<file path="config.mk">
export PLATFORM = sky130hd
export DESIGN_NAME = pipe_stage_reg
export DESIGN_NICKNAME = d
export VERILOG_FILES = /design/src/rtl/pipe_stage_reg.sv
export SDC_FILE = /design/constraint.sdc
export NUM_CORES = 1
export LEC_CHECK = 0
export ABC_AREA = 1
export BUFFER_PORTS_ARGS = -buffer_cell sky130_fd_sc_hd__buf_2
export CORE_AREA = 2 2 140 142
export DETAILED_ROUTE_END_ITERATION = 10
export DIE_AREA = 0 0 142 144
export PLACE_DENSITY = 0.75
export REMOVE_ABC_BUFFERS = 1
export SLEW_MARGIN = 15
export SYNTH_ARGS = -nofsm -noshare
export SYNTH_HDL_FRONTEND = slang
export SYNTH_SLANG_ARGS = --single-unit
</file>
<file path="constraint.sdc">
create_clock -name Clk -period 6.45 [get_ports Clk]
set_input_delay 0.3225 -clock Clk [delete_from_list [all_inputs] [get_ports Clk]]
set_output_delay 0.3225 -clock Clk [all_outputs]
set_load 0.01 [all_outputs]
</file>
<file path="src/rtl/pipe_stage_reg.sv">
// Inter-stage pipeline register for the D/E, E/M and M/W boundaries: payload, PC, valid and Tnew
// with stall/flush control, plus saturating stall and bubble event counters for hazard debug.
module pipe_stage_reg #(
    parameter int DATA_W   = 128,
    parameter int PC_W     = 32,
    parameter int TNEW_W   = 2,
    parameter int TNEW_DEC = 1,
    parameter int CNT_W    = 16,
    parameter int NEG_EDGE = 1
) (
    input  logic              Clk,
    input  logic              Reset,
    input  logic              Stall,
    input  logic              Flush,
    input  logic              Cnt_Clr,
    input  logic              Valid_In,
    input  logic [DATA_W-1:0] Data_In,
    input  logic [PC_W-1:0]   Pc_In,
    input  logic [TNEW_W-1:0] Tnew_In,
    output logic              Valid_Out,
    output logic [DATA_W-1:0] Data_Out,
    output logic [PC_W-1:0]   Pc_Out,
    output logic [TNEW_W-1:0] Tnew_Out,
    output logic [CNT_W-1:0]  Stall_Cnt,
    output logic [CNT_W-1:0]  Bubble_Cnt
);

    typedef struct packed {
        logic              valid;
        logic [DATA_W-1:0] data;
        logic [PC_W-1:0]   pc;
        logic [TNEW_W-1:0] tnew;
    } slot_t;

    slot_t             slot_q, slot_d;
    logic [CNT_W-1:0]  stall_cnt_q, stall_cnt_d;
    logic [CNT_W-1:0]  bubble_cnt_q, bubble_cnt_d;
    logic [TNEW_W-1:0] tnew_next;
    logic              stall_ev;
    logic              bubble_ev;

    // Tnew counts down one stage per advance and never wraps below zero.
    generate
        if (TNEW_DEC != 0) begin : g_tnew_dec
            assign tnew_next = (Tnew_In != '0) ? (Tnew_In - TNEW_W'(1)) : '0;
        end else begin : g_tnew_pass
            assign tnew_next = Tnew_In;
        end
    endgenerate

    always_comb begin
        slot_d    = slot_q;
        stall_ev  = 1'b0;
        bubble_ev = 1'b0;
        if (Flush) begin
            slot_d    = '0;
            slot_d.pc = Pc_In;
            bubble_ev = 1'b1;
        end else if (Stall) begin
            stall_ev = 1'b1;
        end else if (Valid_In) begin
            slot_d.valid = 1'b1;
            slot_d.data  = Data_In;
            slot_d.pc    = Pc_In;
            slot_d.tnew  = tnew_next;
        end else begin
            // An empty upstream slot advances as a bubble but keeps its PC.
            slot_d    = '0;
            slot_d.pc = Pc_In;
            bubble_ev = 1'b1;
        end
    end

    always_comb begin
        stall_cnt_d  = stall_cnt_q;
        bubble_cnt_d = bubble_cnt_q;
        if (Cnt_Clr) begin
            stall_cnt_d  = '0;
            bubble_cnt_d = '0;
        end else begin
            if (stall_ev && (stall_cnt_q != '1)) begin
                stall_cnt_d = stall_cnt_q + CNT_W'(1);
            end
            if (bubble_ev && (bubble_cnt_q != '1)) begin
                bubble_cnt_d = bubble_cnt_q + CNT_W'(1);
            end
        end
    end

    generate
        if (NEG_EDGE != 0) begin : g_negedge
            always_ff @(negedge Clk or posedge Reset) begin
                if (Reset) begin
                    slot_q       <= '0;
                    stall_cnt_q  <= '0;
                    bubble_cnt_q <= '0;
                end else begin
                    slot_q       <= slot_d;
                    stall_cnt_q  <= stall_cnt_d;
                    bubble_cnt_q <= bubble_cnt_d;
                end
            end
        end else begin : g_posedge
            always_ff @(posedge Clk or posedge Reset) begin
                if (Reset) begin
                    slot_q       <= '0;
                    stall_cnt_q  <= '0;
                    bubble_cnt_q <= '0;
                end else begin
                    slot_q       <= slot_d;
                    stall_cnt_q  <= stall_cnt_d;
                    bubble_cnt_q <= bubble_cnt_d;
                end
            end
        end
    endgenerate

    assign Valid_Out  = slot_q.valid;
    assign Data_Out   = slot_q.data;
    assign Pc_Out     = slot_q.pc;
    assign Tnew_Out   = slot_q.tnew;
    assign Stall_Cnt  = stall_cnt_q;
    assign Bubble_Cnt = bubble_cnt_q;

endmodule
</file>
==> impl_metrics.ini, run 1 <==
[worst_setup_path]
cp_top_family = flip-flops
worstReg2RegStart = Stall_Cnt[0]$_DFFE_NP0P_
reg2reg_to = Stall_Cnt[4]$_DFFE_NP0P_
critPathSlowestCell = dfrtn_1
path_max_fanout = 7
reg2reg_slack_ps = 4470
startpoint_type = flop
worstSetupStartpoint = Bubble_Cnt[7]$_DFFE_NP0P_
ff2ff_path_depth = 8
crit_path_cell_trace = buf_2
endpoint_kind = primary output
critPathArrivalTime_ps = 4390
required_ps = 6130
cpPeakStageDelay_ps = 570
crit_type = flop to primary output
path_buf_inv = 1

[logic_synthesis]
yosys_warnings = 0
ys_types = 26
yosysSeqAreaShare_pct = 57.92
syn_avg_cell_area_um2 = 8.384
syn_inst = 1005
ys_seq_elements = 195
synth_area_um2 = 8426

[pwr]
pwr-share-clk_pct = 40.4
internal-power_uw = 1907
p_per_area_nw_per_um2 = 237.9
power.leakage_uw = 0.006438
swShare_pct = 27.58
ir_drop_uv = 170.3
switchingPower_uw = 726.3
p_comb_share_pct = 9.9
pwr-share-seq_pct = 49.7

[grt]
grt_max_degree = 115
grt-ovfl-total = 0
track_usage_pct = 22.09
grt_pass1_vias = 7083
antenna_found_initial = 1
grt_pass1_wl_um = 35690

[cts]
numCtsBuffers = 17
clock_sinks = 195
h-tree-depth = 4
holdBufCountCts = 0
clk_latency_ps = 400
cts_setup_buffers = 0
cts_root_buf = clkbuf_16
cts_resized = 0
clk_pin_slew_ps = 50
clk_path_buf_depth = 2
tritoncts = built

[final_layout]
area_delta_synth_final_pct = 31.35
utilization_pct = 58.00
instances_no_fill = 1607
drive_above_1_share_pct = 31.75
num-nets-final = 1524

[placement]
hpwl_um = 16560
placed_cells = 1573
io_buffers = 362
gp_congestion = 0.8655

[drt]
vias = 7529
totalWireLength_um = 22910
drt_iter0_markers = 362
vias_per_cell = 4.685
ant_nets = 0
dr.pass1.iters = 6
wire_per_inst_um = 14.26
post-route-drc-count = 0

[timing]
relSlewSlack_pct = 48.90
finalHoldViolCount = 0
finClkSkew_ps = 5.751
setup_viol = 0
max_slew.worst_pin.slew_ps = 766.6
maxSlewViolCount = 0
rsz0062_at_grt = no

[worst_hold_path]
hold_end = Pc_Out[13]$_DFFE_NP0N_
min-delay-start = Pc_Out[13]$_DFFE_NP0N_
hold_path_class = flop to flop
hold_depth = 2

[status]
status = completed

[run]
max_cap_viol_count = 0

[die]
core_area_um2 = 19080
chipWidth_um = 142
start_util_pct = 44.16
ioPinCount = 363
core.rowCount = 51
dieArea_um2 = 20450
fp.dieH_um = 144
## cell families after synthesis
logic type | Yosys count | share of synthesized area (%)
AO/OA/AOI/OAI | 148 | 8.895
flip-flops | 195 | 57.92
buffers and inverters | 203 | 9.474
XOR/XNOR | 14 | 1.455
adder cells (fa/ha/maj) | 2 | 0.2970
AND/OR/NAND/NOR | 443 | 21.96
## cells in the mapped netlist (all sizes together)
master,count,area (µm²)
a21oi,3,15.01
nand3b,3,22.52
xor2,9,78.83
o21bai,1,7.510
ha,2,25.02
o21ai,143,719.4
dfrtn,195,4880
nor2,44,230.2
nand3,45,240.2
nand4,8,50.05
inv,164,615.6
nand2,343,1308
buf,21,111.4
clkbuf,18,71.32
o31ai,1,7.510
xnor2,5,43.79
## cell type report
| class | instances | area (µm²) |
|---|---|---|
| repair buffers | 369 | 1902 |
| fillers | 1705 | 8013 |
| clock inverters | 14 | 165.2 |
| well taps | 238 | 297.8 |
| clock buffers | 18 | 429.2 |
| inverters | 164 | 623.1 |
| flip-flops and latches | 195 | 4880 |
| multi-input cells | 607 | 2765 |
| diodes | 2 | 5.005 |
## per-stage QoR
step	TNS (ps)	total power (µW)	hold WS [ps]	area, µm²	worst slack [ps]
CTS	0	2655	423.6	11060	1745
floorplan	-569190	1450	469.0	8243	-2431
finish	0	2633	419.1	11070	1739
detailed placement	0	1596	414.3	10470	1499
global route	0	2748	441.8	11060	1720
global placement	0	1590	412.5	10470	1577
## flip-flops by register name (all words and copies together) (netlist names)
name        count
Tnew_Out        2
Valid_Out       1
Stall_Cnt      16
Data_Out      128
Bubble_Cnt     16
Pc_Out         32
## layer usage
metal  part of all wire [%]  GRT usage, %
met1                     41         26.94
met2                     50         37.15
met3                    6.0         4.901
met4                    3.6         11.05
met5                      0             0
## layout by cell type, fill, tap and decap left out, types with 2 or more instances in the layout
cell type / count
nand2_1: 337
ha_1: 2
clkinv_8: 4
clkinv_4: 3
inv_8: 3
clkbuf_16: 17
o21ai_0: 130
inv_6: 4
dfrtn_1: 195
inv_1: 159
nand3b_1: 3
a21oi_1: 3
o21ai_1: 12
nand3_2: 3
buf_4: 4
nand3_1: 41
diode_2: 2
buf_2: 362
nand2_2: 5
nand4_1: 8
inv_2: 4
nor2_1: 26
xor2_1: 9
nor2_4: 5
xnor2_1: 5
buf_12: 3
nor2_2: 13
## worst max path at each step
stage / slack (ps) / depth (start not counted) / endpoint
after floorplan: -2430 / 7 / Stall_Cnt[2]$_DFFE_NP0P_
after global placement: 1580 / 8 / Stall_Cnt[0]$_DFFE_NP0P_
after detailed placement: 1500 / 8 / Stall_Cnt[2]$_DFFE_NP0P_
after CTS: 1740 / 1 / Bubble_Cnt[7]
after global routing: 1720 / 1 / Stall_Cnt[2]
final: 1740 / 1 / Bubble_Cnt[7]
## power by group through the flow
stage	Combinational [µW]	Clock [µW]	Sequential, µW
global route	292	1140	1320
finish	260	1060	1310
CTS	266	1080	1310
detailed placement	265	0	1330
global placement	260	0	1330
floorplan	95.2	0	1360
No activity file was read; power rests on OpenSTA's default activity.
==> run 2: changes to the inputs <==
clock period = 4.4 ns   (was 6.45 ns; I/O delays follow)
==> impl_metrics.ini, run 2 (synthesis gave the netlist of run 1 again) <==
[drt]
vias_per_cell = 4.703
dr.pass1.iters = 5
post-route-drc-count = 0
drt_iter0_markers = 344
wire_per_inst_um = 14.21
ant_nets = 0
vias = 7582
totalWireLength_um = 22900

[final_layout]
layout_commonest_cell = buf_2
area_delta_synth_final_pct = 32.08
largest_reg_flops = 128
drive_above_1_share_pct = 32.05
most-common-layout-cells = 362 x buf_2, 337 x nand2_1, 195 x dfrtn_1
nFillCells = 1737
num-nets-final = 1530

[cts]
clk_path_buf_depth = 2
numCtsBuffers = 17
tritoncts = built
cts_resized = 0
clk_latency_ps = 400
cts_root_buf = clkbuf_16
holdBufCountCts = 0
h-tree-depth = 4
cts_setup_buffers = 0
clk_pin_slew_ps = 50
clock_sinks = 195

[worst_setup_path]
cpPeakStageDelay_ps = 560
endpoint_kind = primary output
critPathSlowestCell = dfrtn_1
crit_cells = 1
path_max_fanout = 7
ff2ff_path_depth = 8
crit_type = flop to primary output
critPathArrivalTime_ps = 3360
startpoint_type = flop
cp_top_family = flip-flops
required_ps = 4180
crit_path_cell_trace = buf_2
path_buf_inv = 1

[timing]
relSlewSlack_pct = 66.34
tns_ps = 0
finalHoldViolCount = 0
rsz0062_at_grt = no
maxSlewViolCount = 0
max_slew.worst_pin.slew_ps = 504.9
finClkSkew_ps = 11.70
setup_viol = 0

[run]
max_cap_viol_count = 0

[grt]
grt_pass1_wl_um = 35490
track_usage_pct = 21.98
grt_max_degree = 106
antenna_found_initial = 2
grt-ovfl-total = 0
grt_pass1_vias = 7049

[die]
fp.dieH_um = 144
core.rowCount = 51
chipWidth_um = 142
start_util_pct = 44.16
dieArea_um2 = 20450
ioPinCount = 363
core_area_um2 = 19080

[pwr]
ir_drop_uv = 265.7
power.leakage_uw = 0.006471
p_per_area_nw_per_um2 = 347.6
p_total_uw = 3868

[worst_hold_path]
hold_path_class = flop to flop
hold_depth = 2

[placement]
hpwl_um = 16900
gp_congestion = 0.8728
io_buffers = 362

[status]
status = completed
[run 2: cell type report]
class	count	area [µm²]	share of cell area [%]
diodes	1	2.502	0.02249
multi-input cells	607	2765	24.85
flip-flops and latches	195	4880	43.85
repair buffers	375	1972	17.72
well taps	238	297.8	2.676
inverters	164	623.1	5.599
clock inverters	14	158.9	1.428
clock buffers	18	429.2	3.857
[run 2: routing by layer]
| layer | track usage (%) | share of wire, % |
|---|---|---|
| met1 | 26.86 | 40 |
| met2 | 37.81 | 51 |
| met3 | 5.828 | 6.2 |
| met4 | 7.632 | 2.1 |
| met5 | 0 | 0.057 |
[run 2: through the flow]
step / setup WS, ps / util, % / instance area [µm²] / hold slack (ps) / instances
2_1_floorplan: -3354 / - / 8243 / 469.0 / 966
3_3_place_gp: 707.6 / 55.23 / 10540 / 411.9 / 1579
3_5_place_dp: 693.8 / 55.23 / 10540 / 418.0 / 1579
4_1_cts: 815.5 / 58.31 / 11130 / 419.5 / 1611
5_1_grt: 779.3 / 58.31 / 11130 / 437.9 / 1611
6_report: 823.3 / 58.33 / 11130 / 420.5 / 1612
[run 2: path summary, 6_finish.rpt]
| kind | startpoint | endpoint | slack [ps] |
|---|---|---|---|
| max | Bubble_Cnt[7]$_DFFE_NP0P_ | Bubble_Cnt[7] | 820 |
| min | Valid_Out$_DFFE_NP0N_ | Valid_Out$_DFFE_NP0N_ | 420 |
| max reg2reg | Stall_Cnt[1]$_DFFE_NP0P_ | Stall_Cnt[11]$_DFFE_NP0P_ | 2550 |
| min reg2reg | Valid_Out$_DFFE_NP0N_ | Valid_Out$_DFFE_NP0N_ | 420 |
| max in group asynchronous | Reset | Data_Out[25]$_DFFE_NP0N_ | 1750 |
| min in group asynchronous | Reset | Pc_Out[22]$_DFFE_NP0N_ | 1950 |
[run 2: power by group]
part | internal (µW) | switching, µW
registers | 1880 | 42.4
clock network | 769 | 789
logic | 153 | 236
